`src/rtl/control_loop_sequencer_if.sv`:
```
// ADC / math-unit / DAC handshake bundle for control_loop_sequencer.
// master = sequencer side, slave = peripheral side.
interface control_loop_sequencer_if #(
  parameter int CONSTS_WHOLE    = 21,
  parameter int CONSTS_FRAC     = 43,
  parameter int ADC_WID         = 18,
  parameter int DAC_WID         = 20,
  parameter int CYCLE_COUNT_WID = 18
);
  localparam int CW = CONSTS_WHOLE + CONSTS_FRAC;
  localparam int EW = DAC_WID + 1;

  logic                       adc_arm;
  logic                       adc_finished;
  logic signed [ADC_WID-1:0]  adc_data;

  logic                       math_arm;
  logic                       math_finished;
  logic [ADC_WID-1:0]         math_setpt;
  logic [ADC_WID-1:0]         math_measured;
  logic [CW-1:0]              math_cl_P;
  logic [CW-1:0]              math_cl_I;
  logic [CYCLE_COUNT_WID-1:0] math_cycles;
  logic [EW-1:0]              math_e_prev;
  logic [CW-1:0]              math_adjval_prev;
  logic [EW-1:0]              math_e_cur;
  logic [CW-1:0]              math_adj_val;

  logic                       dac_arm;
  logic                       dac_finished;
  logic signed [DAC_WID-1:0]  dac_data;

  modport master (
    output adc_arm, math_arm, math_setpt, math_measured, math_cl_P, math_cl_I,
           math_cycles, math_e_prev, math_adjval_prev, dac_arm, dac_data,
    input  adc_finished, adc_data, math_finished, math_e_cur, math_adj_val, dac_finished
  );

  modport slave (
    input  adc_arm, math_arm, math_setpt, math_measured, math_cl_P, math_cl_I,
           math_cycles, math_e_prev, math_adjval_prev, dac_arm, dac_data,
    output adc_finished, adc_data, math_finished, math_e_cur, math_adj_val, dac_finished
  );
endinterface

```
`src/rtl/control_loop_sequencer.sv`:
```
// Sequences ADC -> math -> DAC arm/finished handshakes each loop iteration while run is high.
// Define CONTROL_LOOP_SEQUENCER_ITER_COUNT_EN to add the iter_count output.
module control_loop_sequencer #(
  parameter int CONSTS_WHOLE    = 21,
  parameter int CONSTS_FRAC     = 43,
  parameter int ADC_WID         = 18,
  parameter int DAC_WID         = 20,
  parameter int CYCLE_COUNT_WID = 18
) (
  input  logic                                      clk,
  input  logic                                      rst_L,
  input  logic                                      run,
  input  logic signed [ADC_WID-1:0]                 setpt,
  input  logic signed [CONSTS_WHOLE+CONSTS_FRAC-1:0] cl_P,
  input  logic signed [CONSTS_WHOLE+CONSTS_FRAC-1:0] cl_I,
  control_loop_sequencer_if.master                  bus,
  output logic                                      busy,
  output logic signed [ADC_WID-1:0]                 last_measured,
  output logic signed [DAC_WID-1:0]                 last_dac
`ifdef CONTROL_LOOP_SEQUENCER_ITER_COUNT_EN
  ,
  output logic [31:0]                               iter_count
`endif
);
  localparam int CW = CONSTS_WHOLE + CONSTS_FRAC;
  localparam logic [CYCLE_COUNT_WID-1:0] CYC_ONE = {{(CYCLE_COUNT_WID-1){1'b0}}, 1'b1};
  localparam logic [CYCLE_COUNT_WID-1:0] CYC_MAX = {1'b0, {(CYCLE_COUNT_WID-1){1'b1}}};
  localparam logic signed [CONSTS_WHOLE-1:0] DAC_MAX = CONSTS_WHOLE'(2**(DAC_WID-1) - 1);
  localparam logic signed [CONSTS_WHOLE-1:0] DAC_MIN = CONSTS_WHOLE'(-(2**(DAC_WID-1)));

  typedef enum logic [2:0] {
    IDLE, ADC_WAIT, ADC_REL, MATH_WAIT, MATH_REL, DAC_WAIT, DAC_REL
  } state_t;

  state_t                     state;
  logic [CYCLE_COUNT_WID-1:0] cyc_cnt;
  logic                       math_arm_edge;
  logic signed [CONSTS_WHOLE-1:0] adj_int;
  logic signed [DAC_WID-1:0]  dac_sat;

  assign busy          = (state != IDLE);
  assign math_arm_edge = (state == ADC_REL) && !bus.adc_finished;

  // Integer field of the Q format; dropping the fraction bits floors toward -inf.
  always_comb begin
    adj_int = bus.math_adj_val[CW-1:CONSTS_FRAC];
    dac_sat = adj_int[DAC_WID-1:0];
    if (adj_int > DAC_MAX) begin
      dac_sat = DAC_MAX[DAC_WID-1:0];
    end else if (adj_int < DAC_MIN) begin
      dac_sat = DAC_MIN[DAC_WID-1:0];
    end
  end

  // Zero means "never armed since reset"; the first iteration then reports 1.
  always_ff @(posedge clk or negedge rst_L) begin
    if (!rst_L) begin
      cyc_cnt <= '0;
    end else if (math_arm_edge) begin
      cyc_cnt <= CYC_ONE;
    end else if (cyc_cnt != '0 && cyc_cnt != CYC_MAX) begin
      cyc_cnt <= cyc_cnt + CYC_ONE;
    end
  end

  always_ff @(posedge clk or negedge rst_L) begin
    if (!rst_L) begin
      state                <= IDLE;
      bus.adc_arm          <= 1'b0;
      bus.math_arm         <= 1'b0;
      bus.dac_arm          <= 1'b0;
      bus.math_setpt       <= '0;
      bus.math_measured    <= '0;
      bus.math_cl_P        <= '0;
      bus.math_cl_I        <= '0;
      bus.math_cycles      <= '0;
      bus.math_e_prev      <= '0;
      bus.math_adjval_prev <= '0;
      bus.dac_data         <= '0;
      last_measured        <= '0;
      last_dac             <= '0;
    end else begin
      case (state)
        IDLE: begin
          if (run) begin
            state       <= ADC_WAIT;
            bus.adc_arm <= 1'b1;
          end
        end
        ADC_WAIT: begin
          if (bus.adc_finished) begin
            state             <= ADC_REL;
            bus.adc_arm       <= 1'b0;
            last_measured     <= bus.adc_data;
            bus.math_measured <= bus.adc_data;
          end
        end
        ADC_REL: begin
          if (!bus.adc_finished) begin
            state            <= MATH_WAIT;
            bus.math_arm     <= 1'b1;
            bus.math_setpt   <= setpt;
            bus.math_cl_P    <= cl_P;
            bus.math_cl_I    <= cl_I;
            bus.math_cycles  <= (cyc_cnt == '0) ? CYC_ONE : cyc_cnt;
          end
        end
        MATH_WAIT: begin
          if (bus.math_finished) begin
            state                <= MATH_REL;
            bus.math_arm         <= 1'b0;
            bus.math_e_prev      <= bus.math_e_cur;
            bus.math_adjval_prev <= bus.math_adj_val;
            bus.dac_data         <= dac_sat;
          end
        end
        MATH_REL: begin
          if (!bus.math_finished) begin
            state       <= DAC_WAIT;
            bus.dac_arm <= 1'b1;
          end
        end
        DAC_WAIT: begin
          if (bus.dac_finished) begin
            state       <= DAC_REL;
            bus.dac_arm <= 1'b0;
            last_dac    <= bus.dac_data;
          end
        end
        DAC_REL: begin
          if (!bus.dac_finished) begin
            if (run) begin
              state       <= ADC_WAIT;
              bus.adc_arm <= 1'b1;
            end else begin
              state <= IDLE;
            end
          end
        end
        default: state <= IDLE;
      endcase
    end
  end

`ifdef CONTROL_LOOP_SEQUENCER_ITER_COUNT_EN
  always_ff @(posedge clk or negedge rst_L) begin
    if (!rst_L) begin
      iter_count <= '0;
    end else if (state == DAC_WAIT && bus.dac_finished) begin
      iter_count <= iter_count + 32'd1;
    end
  end
`endif
endmodule

```
`src/flat_wrapper.sv`:
```
// flat-port wrapper written by rule: the top's interface ports become plain ports
module control_loop_sequencer_flat 
#(
  parameter int CONSTS_WHOLE    = 21,
  parameter int CONSTS_FRAC     = 43,
  parameter int ADC_WID         = 18,
  parameter int DAC_WID         = 20,
  parameter int CYCLE_COUNT_WID = 18
)
  (clk, rst_L, run, setpt, cl_P, cl_I, busy, last_measured, last_dac, bus_adc_arm, bus_math_arm, bus_math_setpt, bus_math_measured, bus_math_cl_P, bus_math_cl_I, bus_math_cycles, bus_math_e_prev, bus_math_adjval_prev, bus_dac_arm, bus_dac_data, bus_adc_finished, bus_adc_data, bus_math_finished, bus_math_e_cur, bus_math_adj_val, bus_dac_finished);
  control_loop_sequencer_if #(.CONSTS_WHOLE(CONSTS_WHOLE), .CONSTS_FRAC(CONSTS_FRAC), .ADC_WID(ADC_WID), .DAC_WID(DAC_WID), .CYCLE_COUNT_WID(CYCLE_COUNT_WID)) bus_i ();
  input  logic clk;
  input  logic rst_L;
  input  logic run;
  input  logic signed [ADC_WID-1:0] setpt;
  input  logic signed [CONSTS_WHOLE+CONSTS_FRAC-1:0] cl_P;
  input  logic signed [CONSTS_WHOLE+CONSTS_FRAC-1:0] cl_I;
  output logic busy;
  output logic signed [ADC_WID-1:0] last_measured;
  output logic signed [DAC_WID-1:0] last_dac;
  output wire logic [$bits(bus_i.adc_arm)-1:0] bus_adc_arm;
  output wire logic [$bits(bus_i.math_arm)-1:0] bus_math_arm;
  output wire logic [$bits(bus_i.math_setpt)-1:0] bus_math_setpt;
  output wire logic [$bits(bus_i.math_measured)-1:0] bus_math_measured;
  output wire logic [$bits(bus_i.math_cl_P)-1:0] bus_math_cl_P;
  output wire logic [$bits(bus_i.math_cl_I)-1:0] bus_math_cl_I;
  output wire logic [$bits(bus_i.math_cycles)-1:0] bus_math_cycles;
  output wire logic [$bits(bus_i.math_e_prev)-1:0] bus_math_e_prev;
  output wire logic [$bits(bus_i.math_adjval_prev)-1:0] bus_math_adjval_prev;
  output wire logic [$bits(bus_i.dac_arm)-1:0] bus_dac_arm;
  output wire logic [$bits(bus_i.dac_data)-1:0] bus_dac_data;
  input wire logic [$bits(bus_i.adc_finished)-1:0] bus_adc_finished;
  input wire logic [$bits(bus_i.adc_data)-1:0] bus_adc_data;
  input wire logic [$bits(bus_i.math_finished)-1:0] bus_math_finished;
  input wire logic [$bits(bus_i.math_e_cur)-1:0] bus_math_e_cur;
  input wire logic [$bits(bus_i.math_adj_val)-1:0] bus_math_adj_val;
  input wire logic [$bits(bus_i.dac_finished)-1:0] bus_dac_finished;
  assign bus_adc_arm = bus_i.adc_arm;
  assign bus_math_arm = bus_i.math_arm;
  assign bus_math_setpt = bus_i.math_setpt;
  assign bus_math_measured = bus_i.math_measured;
  assign bus_math_cl_P = bus_i.math_cl_P;
  assign bus_math_cl_I = bus_i.math_cl_I;
  assign bus_math_cycles = bus_i.math_cycles;
  assign bus_math_e_prev = bus_i.math_e_prev;
  assign bus_math_adjval_prev = bus_i.math_adjval_prev;
  assign bus_dac_arm = bus_i.dac_arm;
  assign bus_dac_data = bus_i.dac_data;
  assign bus_i.adc_finished = bus_adc_finished;
  assign bus_i.adc_data = bus_adc_data;
  assign bus_i.math_finished = bus_math_finished;
  assign bus_i.math_e_cur = bus_math_e_cur;
  assign bus_i.math_adj_val = bus_math_adj_val;
  assign bus_i.dac_finished = bus_dac_finished;
  control_loop_sequencer #(.CONSTS_WHOLE(CONSTS_WHOLE), .CONSTS_FRAC(CONSTS_FRAC), .ADC_WID(ADC_WID), .DAC_WID(DAC_WID), .CYCLE_COUNT_WID(CYCLE_COUNT_WID)) u_core (.clk(clk), .rst_L(rst_L), .run(run), .setpt(setpt), .cl_P(cl_P), .cl_I(cl_I), .bus(bus_i), .busy(busy), .last_measured(last_measured), .last_dac(last_dac));
endmodule
```
`config.mk`:
```
export PLATFORM = sky130hd
export DESIGN_NAME = control_loop_sequencer_flat
export DESIGN_NICKNAME = d
export VERILOG_FILES = /design/src/rtl/control_loop_sequencer_if.sv /design/src/rtl/control_loop_sequencer.sv /design/src/flat_wrapper.sv
export SDC_FILE = /design/constraint.sdc
export NUM_CORES = 1
export LEC_CHECK = 0
export CAP_MARGIN = 25
export CORE_AREA = 10 10 220 222
export DETAILED_ROUTE_END_ITERATION = 16
export DIE_AREA = 0 0 230 232
export SLEW_MARGIN = 20
export SYNTH_ARGS = -nofsm -noshare
export SYNTH_HDL_FRONTEND = slang
export SYNTH_SLANG_ARGS = --single-unit
```
`constraint.sdc`:
```
create_clock -name clk -period 1.6 [get_ports clk]
set_input_delay 0.4 -clock clk [delete_from_list [all_inputs] [get_ports clk]]
set_output_delay 0.4 -clock clk [all_outputs]
set_load 0.02 [all_outputs]
```
==> flow_metrics.tcl <==
set metrics [dict create \
    outcome "complete, but fails checks" \
    failing_checks "setup timing" \
    place.detailed.instances 2412 \
    power.density_mw_per_mm2 2016 \
    power.switching_fraction 0.4141 \
    final-instance-count-excl-fill 2521 \
    layout_utilization 0.5097 \
    drt.antenna.violating_nets 0 \
    tritoncts "yes" \
    grt_max_degree 60 \
    numClockSinks 331 \
    cts-buffers-inserted 39 \
    cts_max_path_buffers 3 \
    avgViaCountPerCell 4.519 \
    basic_gate_share_of_the_synthesized_area_counting_and_or_nand_and_nor_cells 0.1721 \
    drc 0 \
    share_clk_of_total_power 0.189 \
    grt.overflow.total 0 \
    worst_skew_pair.late_latency_ns 0.55 \
    max_slew.worst_pin.slew_ns 0.3337 \
    yosys.area_share.adder 0.01643 \
    die_w_um 230 \
    setup_viol 305 \
    edff_count_synth 0 \
    timing.final.ws_setup_ns -0.2703 \
    synth_top_family_by_area "simple AND/OR/NAND/NOR gates" \
    cp.required_ns 1.20 \
    rsz0062_at_grt "yes" \
    layout.cells.most_common "sky130_fd_sc_hd__dfrtp_1" \
    finalHoldViolations 0 \
    synth_xor_area_frac 0.004680 \
    max_cap_violations 0 \
    rrSetupSlack_ns -0.25 \
    endpoint_of_the_lowest_slack_register_to_register_path "u_core.bus.math_cl_I[17]$_DFFE_PN0P_" \
    syn2layout_area_growth_pct 70.95 \
    root_buffer "sky130_fd_sc_hd__clkbuf_16" \
    share_comb_of_total_power 0.480 \
    postSynthNetCount 1456 \
    syn-mean-instance-area_um2 10.92 \
    holdCritPathClass "in2async" \
    die_y_um 232 \
    proportion_of_synthesized_area_in_mux_cells 0.1243 \
    floorplan.die_area_mm2 0.05336 \
    max_clock_freq_mhz 534.7 \
    yosysTopAreaCellShare 0.6323 \
    post_synth_inst_count 1199 \
    net-switching-power_mw 18.70 \
    grt_use_total 0.1839 \
    initial_utilization 0.2982 \
    grt_pass1_wl_um 76040 \
    wire_per_inst_um 21.28 \
    compound_cell_area_share_of_the_yosys_netlist 0.01805 \
    io_buffer_count 583 \
    slew_headroom 0.7775 \
    seq_power_share 0.331 \
    detailedRoute.firstPassIterationCount 4 \
    reg2reg_from "u_core.state[2]$_DFFE_PN0P_" \
    layout_common_cells "329 x sky130_fd_sc_hd__dfrtp_1, 325 x sky130_fd_sc_hd__buf_2, 261 x sky130_fd_sc_hd__nand2_1" \
    detailed_place_hpwl_um 37970 \
    timing.critical_path.arrival_ns 1.47 \
    timing_worst_setup_path_type "reg2out" \
    ys_async_sr_fraction 1.000 \
    drt_wl_total_um 53650 \
    synth.yosys.seq_area_share 0.6323 \
    htree_levels 2 \
    critical_path.startpoint_type "register" \
    timing.final.max_slew_violations 0 \
    core-area_mm2 0.04393 \
    critPathMaxFanout 3 \
    placement_rows 77 \
    finalWeightedCongestion 0.8657 \
    power.ir.vdd_worst_mv 1.372 \
    antenna_violations_before_repair 2 \
    leakage_nw 10.86 \
    num_io_pins 584 \
    final_area_mm2 0.02239 \
    period_share 1.169 \
    first_global_vias 12000 \
    worst_setup_hold_path_clk_slew_ns 0.06 \
    ys_warns 0 \
    post_synth_num_cell_types 41 \
    timing.hold.ws_ns 0.3319 \
    timing.reg2reg.worst_path_depth 6 \
    place_area_mm2 0.02054 \
    synth.area.top_cells "sky130_fd_sc_hd__dfrtp_1 63%, sky130_fd_sc_hd__nand2_1 14%, sky130_fd_sc_hd__mux2_2 12%, sky130_fd_sc_hd__clkbuf_1 1.6%, sky130_fd_sc_hd__maj3_1 1.5%" \
    share_of_post_route_cells_with_drive_strength_above_1 0.5138 \
    timing.critical_path.to_type "primary output" \
    synth_largest_area_cell "sky130_fd_sc_hd__dfrtp_1" \
    drt-initial-drc-count 440 \
    fin_skew_ns 0.01640 \
    synthFlopType "sky130_fd_sc_hd__dfrtp_1" \
    design_power_total_mw 45.15 \
    finalCriticalPeriod_ns 1.870 \
    mappedNetlistArea_mm2 0.01310 \
    vias 11390 \
    ys_seq_elements 331 \
    finalNetCount 2166 \
    cellInternalPower_mw 26.46 \
]
==> state kept, by name (all words and copies together) (netlist names) <==
signal                       cells
u_core.bus.math_adjval_prev     64
u_core.bus.math_cl_I            64
u_core.bus.math_cl_P            64
u_core.bus.math_e_prev          21
u_core.bus.dac_data             20
u_core.last_dac                 20
u_core.bus.math_cycles          18
u_core.bus.math_measured        18
u_core.bus.math_setpt           18
u_core.cyc_cnt                  18
u_core.state                     3
u_core.bus.adc_arm               1
u_core.bus.dac_arm               1
u_core.bus.math_arm              1
==> cells by family after synthesis <==
family | Yosys count
AOI/OAI and AO/OA | 40
adders and majority gates | 21
DFF | 331
and+or+nand+nor | 564
muxes | 145
buffers and inverters | 91
xor gates and xnor gates | 7
==> stage by stage <==
step	worst slack (ns)	TNS, ns
floorplan	-0.09429	-5.719
global placement	-0.3695	-91.53
detailed placement	-0.4111	-97.69
CTS	-0.3117	-39.26
global route	-0.3328	-63.07
finish	-0.2703	-45.09
==> what timing repair did <==
| action | in CTS | in global routing |
|---|---|---|
| pin swaps | 20 | 335 |
| gates cloned | 7 | 22 |
| endpoints found under the setup margin | 525 | 332 |
| resized for setup | 1443 | 393 |
| buffers inserted | 13 | 8 |
| hold buffers | 1 | 0 |
| endpoints found under the hold margin | 20 | 0 |
==> critical path, cell delays in order, from the launching register on <==
cell and delay [ns]:
sky130_fd_sc_hd__dfrtp_1 0.40, sky130_fd_sc_hd__or3_4 0.38, sky130_fd_sc_hd__buf_6 0.14
==> cells in the mapped netlist (2+ instances only) <==
cell type and instances:
sky130_fd_sc_hd__dfrtp_1 331, sky130_fd_sc_hd__nor2b_1 2, sky130_fd_sc_hd__maj3_1 19, sky130_fd_sc_hd__nand3_1 7, sky130_fd_sc_hd__xnor2_1 6, sky130_fd_sc_hd__o21ai_0 10, sky130_fd_sc_hd__buf_2 9, sky130_fd_sc_hd__or3_1 2
sky130_fd_sc_hd__inv_1 7, sky130_fd_sc_hd__nand2_1 506, sky130_fd_sc_hd__o31ai_1 5, sky130_fd_sc_hd__mux2i_1 4, sky130_fd_sc_hd__buf_4 18, sky130_fd_sc_hd__ha_1 2, sky130_fd_sc_hd__a21oi_1 16, sky130_fd_sc_hd__nor2_1 9
sky130_fd_sc_hd__clkbuf_1 57, sky130_fd_sc_hd__a211oi_1 2, sky130_fd_sc_hd__nand4_1 5, sky130_fd_sc_hd__mux2_2 141, sky130_fd_sc_hd__nand2b_1 5, sky130_fd_sc_hd__nor3_1 7, sky130_fd_sc_hd__and2_1 2, sky130_fd_sc_hd__or4_1 5
sky130_fd_sc_hd__nor4_1 6
==> layout make-up <==
cell class | count | area, um^2
Clock inverter | 7 | 73.82
Tap cell | 592 | 740.7
Clock buffer | 52 | 1137
Antenna cell | 2 | 5.005
Inverter | 7 | 26.28
Fill cell | 3987 | 21540
Multi-Input combinational cell | 778 | 5738
Timing Repair Buffer | 752 | 6386
Sequential cell | 331 | 8285
==> power groups by stage <==
stage / sequential, mW / clock [mW] / combinational (mW)
6_report: 14.9 / 8.55 / 21.7
5_1_grt: 15.4 / 9.20 / 23.1
4_1_cts: 14.3 / 8.81 / 19.4
3_5_place_dp: 14.5 / 0 / 22.3
3_3_place_gp: 14.3 / 0 / 22.2
2_1_floorplan: 18.8 / 0 / 5.87
==> layer usage <==
metal	vias up	GRT usage	wire (um)
met4	0	0.05365	1127
met3	70	0.06426	3861
li1	5298	-	-
met2	369	0.3241	28160
met1	5655	0.2063	20500
met5	-	0	0
==> how the worst max path moves through the flow <==
| stage | from | endpoint | slack (ns) | depth (start not counted) |
|---|---|---|---|---|
| after global placement | bus_adc_finished | u_core.bus.math_cl_P[26]$_DFFE_PN0P_ | -0.37 | 6 |
| after CTS | u_core.state[0]$_DFFE_PN0P_ | busy | -0.31 | 2 |
| after floorplan | u_core.cyc_cnt[7]$_DFFE_PN0P_ | u_core.cyc_cnt[13]$_DFFE_PN0P_ | -0.09 | 4 |
| after global routing | u_core.state[1]$_DFFE_PN0P_ | busy | -0.33 | 2 |
| final | u_core.state[0]$_DFFE_PN0P_ | busy | -0.27 | 2 |
| after detailed placement | bus_adc_finished | u_core.bus.math_cl_P[18]$_DFFE_PN0P_ | -0.41 | 6 |
Power figures use the tool's default switching activity.
